<file path="config.mk">
export PLATFORM = sky130hd
export DESIGN_NAME = divider_param
export DESIGN_NICKNAME = d
export VERILOG_FILES = /design/src/rtl/divider_pkg.sv /design/src/rtl/divider_param_div_step.sv /design/src/rtl/divider_param.sv
export SDC_FILE = /design/constraint.sdc
export NUM_CORES = 1
export LEC_CHECK = 0
export CAP_MARGIN = 40
export CELL_PAD_IN_SITES_DETAIL_PLACEMENT = 0
export CELL_PAD_IN_SITES_GLOBAL_PLACEMENT = 1
export CORE_MARGIN = 2
export CORE_UTILIZATION = 43
export CTS_BUF_LIST = sky130_fd_sc_hd__clkbuf_8
export DETAILED_ROUTE_END_ITERATION = 10
export HOLD_SLACK_MARGIN = 0.12
export PLACE_DENSITY_LB_ADDON = 0.1
export SLEW_MARGIN = 10
export SYNTH_ARGS = -nofsm -noshare
export SYNTH_HDL_FRONTEND = slang
export SYNTH_SLANG_ARGS = --single-unit
export TNS_END_PERCENT = 30
</file>
<file path="constraint.sdc">
create_clock -name clk -period 2.8 [get_ports clk]
set_input_delay 0.42 -clock clk [delete_from_list [all_inputs] [get_ports clk]]
set_output_delay 0.42 -clock clk [all_outputs]
set_load 0.005 [all_outputs]
</file>
<file path="src/rtl/divider_pkg.sv">
// Shared types and helpers for the iterative restoring divider.
package divider_pkg;

  typedef enum logic [1:0] {
    IDLE,
    CALC,
    FIX
  } state_e;

  // Bits needed to hold the value n-1; never less than one.
  function automatic int clog2_f(input int n);
    int r;
    int v;
    r = 0;
    v = n - 1;
    while (v > 0) begin
      r++;
      v = v >> 1;
    end
    return (r < 1) ? 1 : r;
  endfunction

  // Magnitude of a w-bit two's-complement value held in the low bits of v.
  function automatic logic [63:0] abs_val(
    input logic [63:0] v,
    input int          w
  );
    logic [63:0] m;
    logic [63:0] n;
    m = (w >= 64) ? '1 : ((64'd1 << w) - 64'd1);
    n = (~v + 64'd1) & m;
    return (((v >> (w - 1)) & 64'd1) != 64'd0) ? n : (v & m);
  endfunction

endpackage

</file>
<file path="src/rtl/divider_param_div_step.sv">
// One restoring-division step: shift in the next dividend bit,
// subtract the divisor when it fits and emit the quotient bit.
module div_step
  import divider_pkg::*;
#(
  parameter int WIDTH = 16
) (
  input  logic [WIDTH:0]   rem_i,
  input  logic [WIDTH-1:0] dvd_i,
  input  logic [WIDTH-1:0] dsr_i,
  output logic [WIDTH:0]   rem_o,
  output logic [WIDTH-1:0] dvd_o
);

  logic [WIDTH+1:0] sh;
  logic [WIDTH:0]   diff;
  logic             ge;

  assign sh    = {rem_i, dvd_i[WIDTH-1]};
  assign ge    = (sh >= {2'b00, dsr_i});
  assign diff  = sh[WIDTH:0] - {1'b0, dsr_i};
  assign rem_o = ge ? diff : sh[WIDTH:0];
  assign dvd_o = {dvd_i[WIDTH-2:0], ge};

endmodule

</file>
<file path="src/rtl/divider_param.sv">
// Parametrised radix-2 restoring divider with signed mode,
// divide-by-zero and signed-overflow flags.
module divider_param
  import divider_pkg::*;
#(
  parameter int WIDTH     = 16,
  parameter bit SIGNED_EN = 1'b1
) (
  input  logic             clk,
  input  logic             reset_a,
  input  logic             start,
  input  logic             signed_mode,
  input  logic [WIDTH-1:0] dividend,
  input  logic [WIDTH-1:0] divisor,
  output logic             busy,
  output logic             done,
  output logic [WIDTH-1:0] quotient,
  output logic [WIDTH-1:0] remainder,
  output logic             div_by_zero,
  output logic             overflow
);

  localparam int CW = clog2_f(WIDTH + 1);
  localparam logic [CW-1:0] LAST = CW'(WIDTH - 1);
  localparam logic [WIDTH-1:0] MIN = {1'b1, {(WIDTH-1){1'b0}}};

  state_e           state_q, state_d;
  logic [CW-1:0]    cnt_q, cnt_d;
  logic [WIDTH:0]   prem_q, prem_d;
  logic [WIDTH-1:0] dvd_q, dvd_d;
  logic [WIDTH-1:0] dsr_q, dsr_d;
  logic             qneg_q, qneg_d;
  logic             rneg_q, rneg_d;
  logic             zpend_q, zpend_d;
  logic             opend_q, opend_d;
  logic             busy_q, busy_d;
  logic             done_q, done_d;
  logic [WIDTH-1:0] quo_q, quo_d;
  logic [WIDTH-1:0] rem_q, rem_d;
  logic             dbz_q, dbz_d;
  logic             ovf_q, ovf_d;

  logic [WIDTH:0]   step_rem;
  logic [WIDTH-1:0] step_dvd;
  logic             sgn;

  assign sgn = signed_mode & SIGNED_EN;

  div_step #(.WIDTH(WIDTH)) u_step (
    .rem_i (prem_q),
    .dvd_i (dvd_q),
    .dsr_i (dsr_q),
    .rem_o (step_rem),
    .dvd_o (step_dvd)
  );

  always_comb begin
    state_d = state_q;
    cnt_d   = cnt_q;
    prem_d  = prem_q;
    dvd_d   = dvd_q;
    dsr_d   = dsr_q;
    qneg_d  = qneg_q;
    rneg_d  = rneg_q;
    zpend_d = zpend_q;
    opend_d = opend_q;
    busy_d  = busy_q;
    done_d  = 1'b0;
    quo_d   = quo_q;
    rem_d   = rem_q;
    dbz_d   = dbz_q;
    ovf_d   = ovf_q;
    unique case (state_q)
      IDLE: begin
        if (start) begin
          busy_d  = 1'b1;
          dbz_d   = 1'b0;
          ovf_d   = 1'b0;
          cnt_d   = '0;
          prem_d  = '0;
          dsr_d   = divisor;
          if (divisor == '0) begin
            // Raw dividend parks in the magnitude register for the remainder.
            dvd_d   = dividend;
            qneg_d  = 1'b0;
            rneg_d  = 1'b0;
            zpend_d = 1'b1;
            opend_d = 1'b0;
            state_d = FIX;
          end else begin
            if (sgn) begin
              dvd_d = WIDTH'(abs_val(64'(dividend), WIDTH));
              dsr_d = WIDTH'(abs_val(64'(divisor), WIDTH));
            end else begin
              dvd_d = dividend;
            end
            qneg_d  = sgn & (dividend[WIDTH-1] ^ divisor[WIDTH-1]);
            rneg_d  = sgn & dividend[WIDTH-1];
            zpend_d = 1'b0;
            opend_d = sgn & (dividend == MIN) & (divisor == '1);
            state_d = CALC;
          end
        end
      end
      CALC: begin
        prem_d = step_rem;
        dvd_d  = step_dvd;
        cnt_d  = cnt_q + CW'(1);
        if (cnt_q == LAST) begin
          state_d = FIX;
        end
      end
      FIX: begin
        if (zpend_q) begin
          quo_d = '1;
          rem_d = dvd_q;
        end else begin
          quo_d = qneg_q ? (~dvd_q + WIDTH'(1)) : dvd_q;
          rem_d = rneg_q ? (~prem_q[WIDTH-1:0] + WIDTH'(1))
                         : prem_q[WIDTH-1:0];
        end
        dbz_d   = zpend_q;
        ovf_d   = opend_q;
        done_d  = 1'b1;
        busy_d  = 1'b0;
        state_d = IDLE;
      end
      default: begin
        state_d = IDLE;
      end
    endcase
  end

  always_ff @(posedge clk) begin
    if (!reset_a) begin
      state_q <= IDLE;
      cnt_q   <= '0;
      prem_q  <= '0;
      dvd_q   <= '0;
      dsr_q   <= '0;
      qneg_q  <= 1'b0;
      rneg_q  <= 1'b0;
      zpend_q <= 1'b0;
      opend_q <= 1'b0;
      busy_q  <= 1'b0;
      done_q  <= 1'b0;
      quo_q   <= '0;
      rem_q   <= '0;
      dbz_q   <= 1'b0;
      ovf_q   <= 1'b0;
    end else begin
      state_q <= state_d;
      cnt_q   <= cnt_d;
      prem_q  <= prem_d;
      dvd_q   <= dvd_d;
      dsr_q   <= dsr_d;
      qneg_q  <= qneg_d;
      rneg_q  <= rneg_d;
      zpend_q <= zpend_d;
      opend_q <= opend_d;
      busy_q  <= busy_d;
      done_q  <= done_d;
      quo_q   <= quo_d;
      rem_q   <= rem_d;
      dbz_q   <= dbz_d;
      ovf_q   <= ovf_d;
    end
  end

  assign busy        = busy_q;
  assign done        = done_q;
  assign quotient    = quo_q;
  assign remainder   = rem_q;
  assign div_by_zero = dbz_q;
  assign overflow    = ovf_q;

endmodule

</file>
======== After elaboration in Yosys (flattened, before gate mapping) ========
Cells that the tools add are included.
word-level totals
  word-level logic and storage cells ...... 77
  flip-flop bits (word level) ............. 96
  output and inout bits ................... 36
  bits of input ports ..................... 36
cells by class
  bitwise operators ....................... 9
  reduce and logical (&&, ||, !) cells .... 8
  equal/unequal tests ..................... 7
  magnitude comparators ................... 1
  $add $sub $neg .......................... 6
  multiplexer cells ....................... 31
operators by type and width
  operator                                              count
  two-way mux 16 bit                                    11
  adder 16 x 1 -> 16 bit (second input constant)        4
  inverter 16 bit                                       4
  two-way mux 17 bit                                    2
  case mux 17 bit (2 select lines)                      1
  equality test 16 bit (second input constant)          2
  case mux 16 bit (2 select lines)                      1
  >= comparator 18 x 16 -> 1 bit                        1
  subtractor 17 x 16 -> 17 bit                          1
  logical NOT 16 bit                                    1
  case mux 5 bit (2 select lines)                       1
  AND reduction 2 bit                                   4
  two-way mux 1 bit                                     7
  two-way mux 2 bit                                     3
  case mux 1 bit (2 select lines)                       3
  adder 5 x 1 -> 5 bit (second input constant)          1
  equality test 5 x 4 -> 1 bit (second input constant)  1
  two-way mux 5 bit                                     1
  bitwise AND 1 bit                                     4
  inequality test 2 bit (second input constant)         2
  case mux 2 bit (2 select lines)                       1
  nonzero test 2 bit                                    2
  equality test 2 x 1 -> 1 bit (second input constant)  1
  equality test 2 bit (second input constant)           1
  2 further kinds                                       2

======== Longest topological paths before layout ========
Gate-level depths: netlist of run 1.
  word-level depth ........................ 7
  gate-level depth with buffers ........... 12
  gate-level depth less buffers ........... 11

======== By module ========
Synthesis of run 1 repeated with hierarchy kept, for this count alone.
second synthesis, totals
  cells, all modules ...................... 803
  area total of the unflattened synthesis .. 6221.0 um^2
by module, submodules not included
  module         times used  area each (um^2)  cells each
  divider_param  1           5032.3            628
  div_step       1           1188.6            175

======== Least setup slack after synthesis of run 1 ========
No wires, ideal clock.
  kind .................................... reg-to-reg
  start point ............................. register dvd_q[15]
  end point ............................... register prem_q[0]
  clock period less this slack ............ 2.453 ns
  buffers on the path ..................... 1
  setup slack ............................. 0.347 ns
  cell stages (with the launch flop) ...... 13
  arrival ................................. 2.337 ns
  data required time ...................... 2.683 ns
  library setup time ...................... 0.117 ns
  path through ............................ dfxtp_1 -> inv_1 -> ha_1 -> inv_1 -> fa_1 -> a21o_1 -> a31oi_1 -> o211ai_1 -> nand2_1 -> and2_1 -> clkbuf_1 -> o21ai_0 -> a22o_1
on the way
  cells in the longest elaborated chain, start to end .. 3
  elaborated cells between the ends (all ways) .. 4
RTL lines
  element                                                                                line                                                        source
  start: declaration                                                                     divider_param.sv:30                                         logic [WIDTH-1:0] dvd_q, dvd_d;
  start signal: assignment                                                               divider_param.sv:155                                        dvd_q <= dvd_d;
  subtractor 17 x 16 -> 17 bit / >= comparator 18 x 16 -> 1 bit (equally long branches)  divider_param_div_step.sv:21, divider_param_div_step.sv:20
  two-way mux 17 bit *                                                                   divider_param_div_step.sv:22                                assign rem_o = ge ? diff : sh[WIDTH:0];
  case mux 17 bit (2 select lines) *                                                     divider_param.sv:73                                         unique case (state_q)
  end signal: assignment                                                                 divider_param.sv:154                                        prem_q <= prem_d;
  end: declaration                                                                       divider_param.sv:29                                         logic [WIDTH:0] prem_q, prem_d;
Mark *: on every way between the ends. The rest lies on a longest branch, timed or not.
A chain may end at the register's enable or synchronous reset.

======== Worst setup path after layout of run 1 ========
  start point ............................. register dsr_q[13]
  end point ............................... register prem_q[11]
on the way
  cells in the longest elaborated chain, start to end .. 3
RTL lines
  element                           line                          source
  start: declaration                divider_param.sv:31           logic [WIDTH-1:0] dsr_q, dsr_d;
  start signal: assignment          divider_param.sv:156          dsr_q <= dsr_d;
  >= comparator 18 x 16 -> 1 bit    divider_param_div_step.sv:20  assign ge = (sh >= {2'b00, dsr_i});
  two-way mux 17 bit                divider_param_div_step.sv:22
  case mux 17 bit (2 select lines)  divider_param.sv:73
No other way between the ends.

==> qor.csv, run 1 <==
stage,metric,value,unit
run_status,status,"complete, no violations",
logic_synthesis,cell accounting for the most synthesized area,dfxtp_1,
setup_path,Worst Path Arrival,2.78,ns
timing,Max Fclk,0.394,GHz
grt,initial antenna violation count,0,
drt,via count,5809,
die,Die Wd,122,µm
layout,area taken by multi-input logic gates,3820,µm²
layout,Layout fillers,1371,
power_and_ir_drop,Pwr per Cell Area,789,nW/µm²
logic_synthesis,Compound-Gate Fraction of Synth Area,26.4,%
clock_network,clock sink count,96,
power_and_ir_drop,Clock power frac,16.8,%
place,post-detailed-placement half-perimeter wirelength,13100,µm
logic_synthesis,"top cells by area, synth","dfxtp_1 32%, nand2_1 7.5%, o21ai_0 5.5%, ha_1 4.8%, xor2_1 4.6%",
die,die height,122,µm
layout,area grow syn2layout,20.7,%
hold_path,Min-Delay Path Class,input pin to register,
place,GP Congestion,0.873,
logic_synthesis,simple logic cell fraction of the synthesized area,21.1,%
drt,WL/cell,16.7,µm
power_and_ir_drop,net switching power,0.00245,W
logic_synthesis,Post-Synth Adder-Cell Area,5.10,%
logic_synthesis,mux share of post-synthesis cell area,1.49,%
die,die area,15000,µm²
die,placeable core region,13800,µm²
timing,Worst Clk Skew,0.0121,ns
setup_path,critical path startpoint category,register,
die,I/O pin cnt,72,
power_and_ir_drop,Comb pwr share,52.8,%
layout,share of cells above drive strength 1,7.67,%
layout,Antenna Cells,0,
logic_synthesis,ys flop type,dfxtp_1,
logic_synthesis,Synth top cells by count,"120 x nand2_1, 96 x dfxtp_1, 66 x o21ai_0, 45 x a21oi_1",
timing,"Slew Viols, Final",0,
clock_network,Worst-Skew Late Latency,0.37,ns
timing,final worst path period share,90.6,%
logic_synthesis,XOR/XNOR Fraction of Synth Area,9.14,%
setup_path,Critical Path Sink Type,register,
grt,gr ovfl total,0,
timing,Final setup viols,0,
logic_synthesis,Synth Register Bits,96,
setup_path,Crit Path Class,register to register,
timing,setup total negative slack,0,ns
timing,Worst Max-Slew Pin Slew,0.764,ns
clock_network,CTS root buf,clkbuf_8,
clock_network,TritonCTS clock tree,done,
die,initial core utilization,43.8,%
layout,FF/Latch Area,1920,µm²
drt,ANT nets after route,0,
logic_synthesis,"Cell Area, Synth",6040,µm²
clock_network,Num CTS Buffers,9,
logic_synthesis,combinational family with the most area after synthesis,compound AO/OA/AOI/OAI gates,
power_and_ir_drop,VDD IR max,0.000769,V
die,FP Rows,43,
timing,Fin. Hold Viols,0,
power_and_ir_drop,Cell Int Power,0.00330,W
setup_path,WP data required,3.04,ns
clock_network,Post-CTS Setup Inserts,0,
grt,largest net degree at the start of global routing,43,
timing,Rel. slew slack,48.8,%
logic_synthesis,Syn Nets,829,
logic_synthesis,top-count cell post-synth,nand2_1,
flow_run,maxcap violations,0,
drt,Post-route DRC,0,
logic_synthesis,Post-synth ARST share,0,%
timing,RSZ-0062 raised after global routing,no,
setup_path,Crit Path Max Fanout,9,
timing,min Tclk post-route,2.54,ns
logic_synthesis,"Avg Cell Area, Syn",7.85,µm²
logic_synthesis,"EDFF count, synth",0,
logic_synthesis,Yosys top cell area share,31.8,%
timing,Hold WS,0.374,ns
place,PortBufs,71,
logic_synthesis,synth unique cells,61,
grt,GRT Overall Usage,23.9,%
power_and_ir_drop,sequential share of power,30.5,%
drt,First-pass DRT Iterations,5,
logic_synthesis,register area share after synthesis,31.8,%
clock_network,CTS H-tree lvls,3,
drt,vias per inst,5.66,
power_and_ir_drop,Sw Ratio,42.6,%
clock_network,Bufs on Longest Clock Path,2,
grt,vias in the first global route,5491,
drt,DRT Wirelength,17200,µm
drt,DR iter-0 viols,382,
logic_synthesis,Ys Warns,0,
power_and_ir_drop,LEAKAGE,2.86,nW
logic_synthesis,Post-Syn Instances,769,
clock_network,post-CTS sizing,0,
clock_network,# hold bufs at CTS,0,
clock_network,Clock transition at path regs,0.09,ns
power_and_ir_drop,overall power,0.00575,W
grt,first-pass GRT wire length,28100,µm
layout,Final #Nets,903,
metrics by stage:
step | instance area (µm²) | worst slack, ns | cells | utilization [%]
final | 7290 | 0.264 | 1027 | 52.9
after global routing | 7290 | 0.0378 | 1027 | 52.9
after CTS | 7290 | 0.223 | 1027 | 52.9
after detailed placement | 7080 | 0.0692 | 1012 | 51.4
after global placement | 7070 | 0.141 | 1011 | 51.4
after floorplan | 6040 | 0.347 | 769 | -
sequential cells by signal, summed over array words and instances, names as in the netlist:
register     count
qneg_q           1
overflow         1
remainder       16
busy             1
cnt_q            5
rneg_q           1
opend_q          1
done             1
zpend_q          1
quotient        16
prem_q          17
div_by_zero      1
dvd_q           16
state_q          2
dsr_q           16
power by group through the flow:
stage | Clock (W) | Sequential, W | Combinational, W
detailed placement | 0 | 0.00178 | 0.00301
finish | 0.000964 | 0.00175 | 0.00304
global route | 0.00104 | 0.00177 | 0.00337
CTS | 0.000987 | 0.00174 | 0.00303
floorplan | 0 | 0.00171 | 0.00221
global placement | 0 | 0.00177 | 0.00295
cell type report:
type	count	area share, %
Clock buffer	9	1.70
Clock inverter	6	1.08
Timing Repair Buffer	108	13.7
Inverter	31	1.60
Sequential cell	96	26.4
Multi-Input combinational cell	597	52.4
Tap cell	180	3.09
routing by layer:
| layer | global-route usage [%] | vias to the layer above | part of all wire, % |
|---|---|---|---|
| met1 | 31.2 | 2750 | 46 |
| met4 | 8.41 | 0 | 2.3 |
| met5 | 0 | - | 0 |
| li1 | - | 2891 | - |
| met3 | 2.88 | 28 | 3.4 |
| met2 | 40.7 | 140 | 48 |
worst max-delay path: stages, from the launching register on:
cell and delay, ns:
dfxtp_1 0.34, inv_1 0.07, ha_1 0.38, nand2_1 0.13
nor3_1 0.30, nand4_1 0.15, o211a_1 0.33, and2_1 0.24
buf_4 0.17, a32oi_1 0.20, o21ai_0 0.10
layout by cell type (no fill, tap or decap), types with 8 or more instances in the layout:
cell,Yosys,routed
a21boi_0,30,30
a21oi_1,45,45
buf_4,0,35
clkbuf_8,0,9
clkdlybuf4s50_1,0,70
dfxtp_1,96,96
ha_1,23,23
inv_1,31,34
mux2i_1,9,9
nand2_1,120,120
nand2b_1,9,9
nand3_1,20,20
nand4_1,8,8
nor2_1,39,38
nor2b_1,10,9
nor3_1,11,11
o211a_1,17,17
o21ai_0,66,66
o221ai_1,11,11
o31ai_1,14,14
or3_1,10,10
xnor2_1,31,31
xor2_1,32,32
worst paths after layout:
path	from	to	slack [ns]	depth (start not counted)
worst max-delay path	dsr_q[13]	prem_q[11]	0.26	10
worst min-delay path	reset_a	prem_q[10]	0.37	2
worst max register to register	dsr_q[13]	prem_q[11]	0.26	10
worst min register to register	remainder[10]	remainder[10]	0.46	2
logic make-up (layout without fill, tap and decap cells):
kind of cell    after synthesis  count (layout)
flops                        96              96
compound gates              237             237
simple gates                264             264
fa+ha+maj                    24              24
mux                           9               9
buf+inv                      76             154
xor+xnor                     63              63
(Power assumes the default switching activity.)
==> run 2, diff against run 1 <==
--- a/config.mk
+++ b/config.mk
@@ -11,7 +11,9 @@
 export CORE_MARGIN = 2
 export CORE_UTILIZATION = 43
 export CTS_BUF_LIST = sky130_fd_sc_hd__clkbuf_8
+export CTS_CLUSTER_SIZE = 10
 export DETAILED_ROUTE_END_ITERATION = 10
+export GPL_TIMING_DRIVEN = 0
 export HOLD_SLACK_MARGIN = 0.12
 export PLACE_DENSITY_LB_ADDON = 0.1
 export SLEW_MARGIN = 10
==> run 2 against run 1 <==
Global-route usage up 0.94 points. Sequential share of layout area up 0.51 points. Critical path depth up 1. Worst setup slack worse by 0.064 ns. Final area down 1.8%. Clock power down 13%. Register-to-register slack worse by 0.06 ns. Sequential power up 2%. Cell count up 0.58%. Critical endpoint is now prem_q[16]. Total power down 3.0%. Utilization down 0.96 points.
==> qor.csv, run 2 (synthesis results as in run 1) <==
stage,metric,value,unit,change
die,die area,15000,µm²,unchanged
power_and_ir_drop,sequential share of power,32.1,%,+1.6 points
clock_network,Clock transition at path regs,0.10,ns,about the same
timing,final worst path period share,92.9,%,+2.3 points
flow_run,maxcap violations,0,,unchanged
setup_path,Crit Path Class,register to register,,
timing,Worst Max-Slew Pin Slew,0.729,ns,-0.0348 ns
timing,min Tclk post-route,2.60,ns,+0.0641 ns
die,Die Wd,122,µm,unchanged
layout,Layout fillers,1413,,+3.1%
power_and_ir_drop,VDD IR max,0.000628,V,-18%
grt,gr ovfl total,0,,unchanged
place,Post-Place Cells,1020,,+0.79%
drt,ANT nets after route,0,,unchanged
layout,most frequent cells in the layout,"119 x nand2_1, 95 x dfxtp_1, 71 x clkdlybuf4s50_1",,
place,GP Congestion,0.885,,+1.4%
timing,setup total negative slack,0,ns,unchanged
layout,area grow syn2layout,18.5,%,
setup_path,Critical Path Sink Type,register,,
power_and_ir_drop,Cell Int Power,0.00308,W,-6.7%
setup_path,worst r2r src,dvd_q[15],,
clock_network,CTS H-tree lvls,3,,unchanged
clock_network,CTS root buf,clkbuf_8,,
setup_path,WP data required,3.04,ns,about the same
die,FP Rows,43,,unchanged
drt,vias per inst,5.62,,-0.56%
power_and_ir_drop,Clock power frac,15.1,%,-1.7 points
clock_network,Bufs on Longest Clock Path,2,,unchanged
setup_path,Worst Path Arrival,2.84,ns,+0.06 ns
grt,first-pass GRT wire length,29300,µm,+4.1%
hold_path,Min-Delay Path Class,register to register,,
drt,First-pass DRT Iterations,5,,unchanged
setup_path,Worst R2R Path Depth,11,,+1
grt,GRT Overall Usage,24.9,%,+0.94 points
setup_path,crit path from,dvd_q[15],,
drt,DR iter-0 viols,368,,-3.7%
layout,Final Core Density,51.9,%,-0.96 points
setup_path,Worst Setup EP,prem_q[16],,
power_and_ir_drop,Comb pwr share,52.8,%,about the same
timing,Worst Clk Skew,0.0129,ns,+0.000781 ns
clock_network,# hold bufs at CTS,0,,unchanged
clock_network,post-CTS sizing,0,,unchanged
setup_path,critical path startpoint category,register,,
grt,largest net degree at the start of global routing,16,,-63%
clock_network,Post-CTS Setup Inserts,0,,unchanged
power_and_ir_drop,Sw Ratio,44.8,%,+2.2 points
place,post-detailed-placement half-perimeter wirelength,14200,µm,+8.9%
drt,Post-route DRC,0,,unchanged
timing,Hold WS,0.457,ns,+0.0835 ns
setup_path,Reg2Reg Capture Point,prem_q[16],,
setup_path,Reg2Reg Setup Slack,0.20,ns,-0.06 ns
layout,Antenna Cells,0,,unchanged
drt,WL/cell,17.2,µm,+3.1%
die,die height,122,µm,unchanged
setup_path,Crit Path Max Fanout,5,,-4
timing,Rel. slew slack,51.0,%,+2.1 points
die,initial core utilization,43.8,%,unchanged
drt,DRT Wirelength,17800,µm,+3.8%
power_and_ir_drop,LEAKAGE,2.72,nW,-4.8%
timing,Max Fclk,0.385,GHz,-2.5%
layout,"commonest non-fill, non-tap cell in the layout",nand2_1,,
timing,RSZ-0062 raised after global routing,no,,
layout,share of cells above drive strength 1,4.45,%,-3.2 points
clock_network,Num CTS Buffers,9,,unchanged
layout,Finished Layout Cells,1033,,+0.58%
layout,Final #Nets,909,,+0.66%
grt,initial antenna violation count,0,,unchanged
power_and_ir_drop,Pwr per Cell Area,780,nW/µm²,-1.2%
clock_network,Worst-Skew Late Latency,0.38,ns,about the same
drt,via count,5810,,+0.017%
clock_network,TritonCTS clock tree,done,,
timing,Final setup viols,0,,unchanged
die,placeable core region,13800,µm²,unchanged
timing,"Slew Viols, Final",0,,unchanged
power_and_ir_drop,net switching power,0.00250,W,+2.1%
grt,vias in the first global route,5802,,+5.7%
place,PortBufs,71,,unchanged
timing,Fin. Hold Viols,0,,unchanged
layout,Top reg by flops,prem_q,,
run_status,status,"complete, no violations",,
clock_network,clock sink count,96,,unchanged
die,I/O pin cnt,72,,unchanged
layout,Largest register FFs,17,,unchanged
run 2: changes by cell type in the layout (fill, tap and decap cells not counted), sizes merged:
cell	change
clkdlybuf4s50	+1
clkbuf	+38
inv	-2
bufinv	-2
buf	-32
clkinv	+3
run 2: worst max-delay path, stage by stage (launching register included):
cell      delay, ns
dfxtp_2        0.43
inv_1          0.06
ha_1           0.21
inv_1          0.07
fa_1           0.20
a21o_1         0.18
a311oi_1       0.10
nor2_1         0.25
a31oi_2        0.18
or3_1          0.38
a41oi_1        0.26
o211ai_1       0.15
run 2: how the worst min path moves through the flow:
stage               depth (start not counted)  slack [ns]       endpoint           from
CTS                                         2        0.46   remainder[8]   remainder[8]
finish                                      2        0.46   remainder[8]   remainder[8]
detailed placement                          2        0.44   remainder[8]   remainder[8]
floorplan                                   2        0.44        opend_q        opend_q
global route                                2        0.50   remainder[7]   remainder[7]
global placement                            2        0.45  remainder[10]  remainder[10]
run 2: power by group through the flow:
stage                     Clock [W]  Combinational (W)  Sequential (W)
final                      0.000841            0.00295         0.00179
after detailed placement          0            0.00287         0.00181
after global routing       0.000901            0.00326         0.00182
after floorplan                   0            0.00221         0.00171
after global placement            0            0.00281         0.00180
after CTS                  0.000855            0.00286         0.00178
run 2: stage by stage:
| step | instance area, µm² | setup WS, ns | power [W] |
|---|---|---|---|
| finish | 7150 | 0.200 | 0.00558 |
| global route | 7150 | 0.0177 | 0.00598 |
| CTS | 7140 | 0.0287 | 0.00550 |
| detailed placement | 6970 | -0.0704 | 0.00469 |
| global placement | 6970 | -0.0539 | 0.00462 |
| floorplan | 6040 | 0.347 | 0.00392 |
run 2: layer usage:
layer / share of wire, % / track usage (%) / wire (µm) / vias to the layer above
met1: 46 / 30.6 / 8180 / 2777
met2: 50 / 45.4 / 8850 / 109
met5: 0 / 0 / 0 / -
li1: - / - / - / 2900
met4: 1.7 / 7.47 / 302 / 0
met3: 2.7 / 2.65 / 481 / 24
run 2: final cells by class:
| cell class | instances | area [µm²] | area share (%) |
|---|---|---|---|
| plain buffers | 43 | 174 | 2.43 |
| clock buffers | 10 | 138 | 1.92 |
| clock inverters | 5 | 31.3 | 0.437 |
| inverters | 31 | 116 | 1.63 |
| multi-input cells | 597 | 3840 | 53.6 |
| flip-flops and latches | 96 | 1920 | 26.9 |
| well taps | 180 | 225 | 3.15 |
| repair buffers | 71 | 711 | 9.93 |
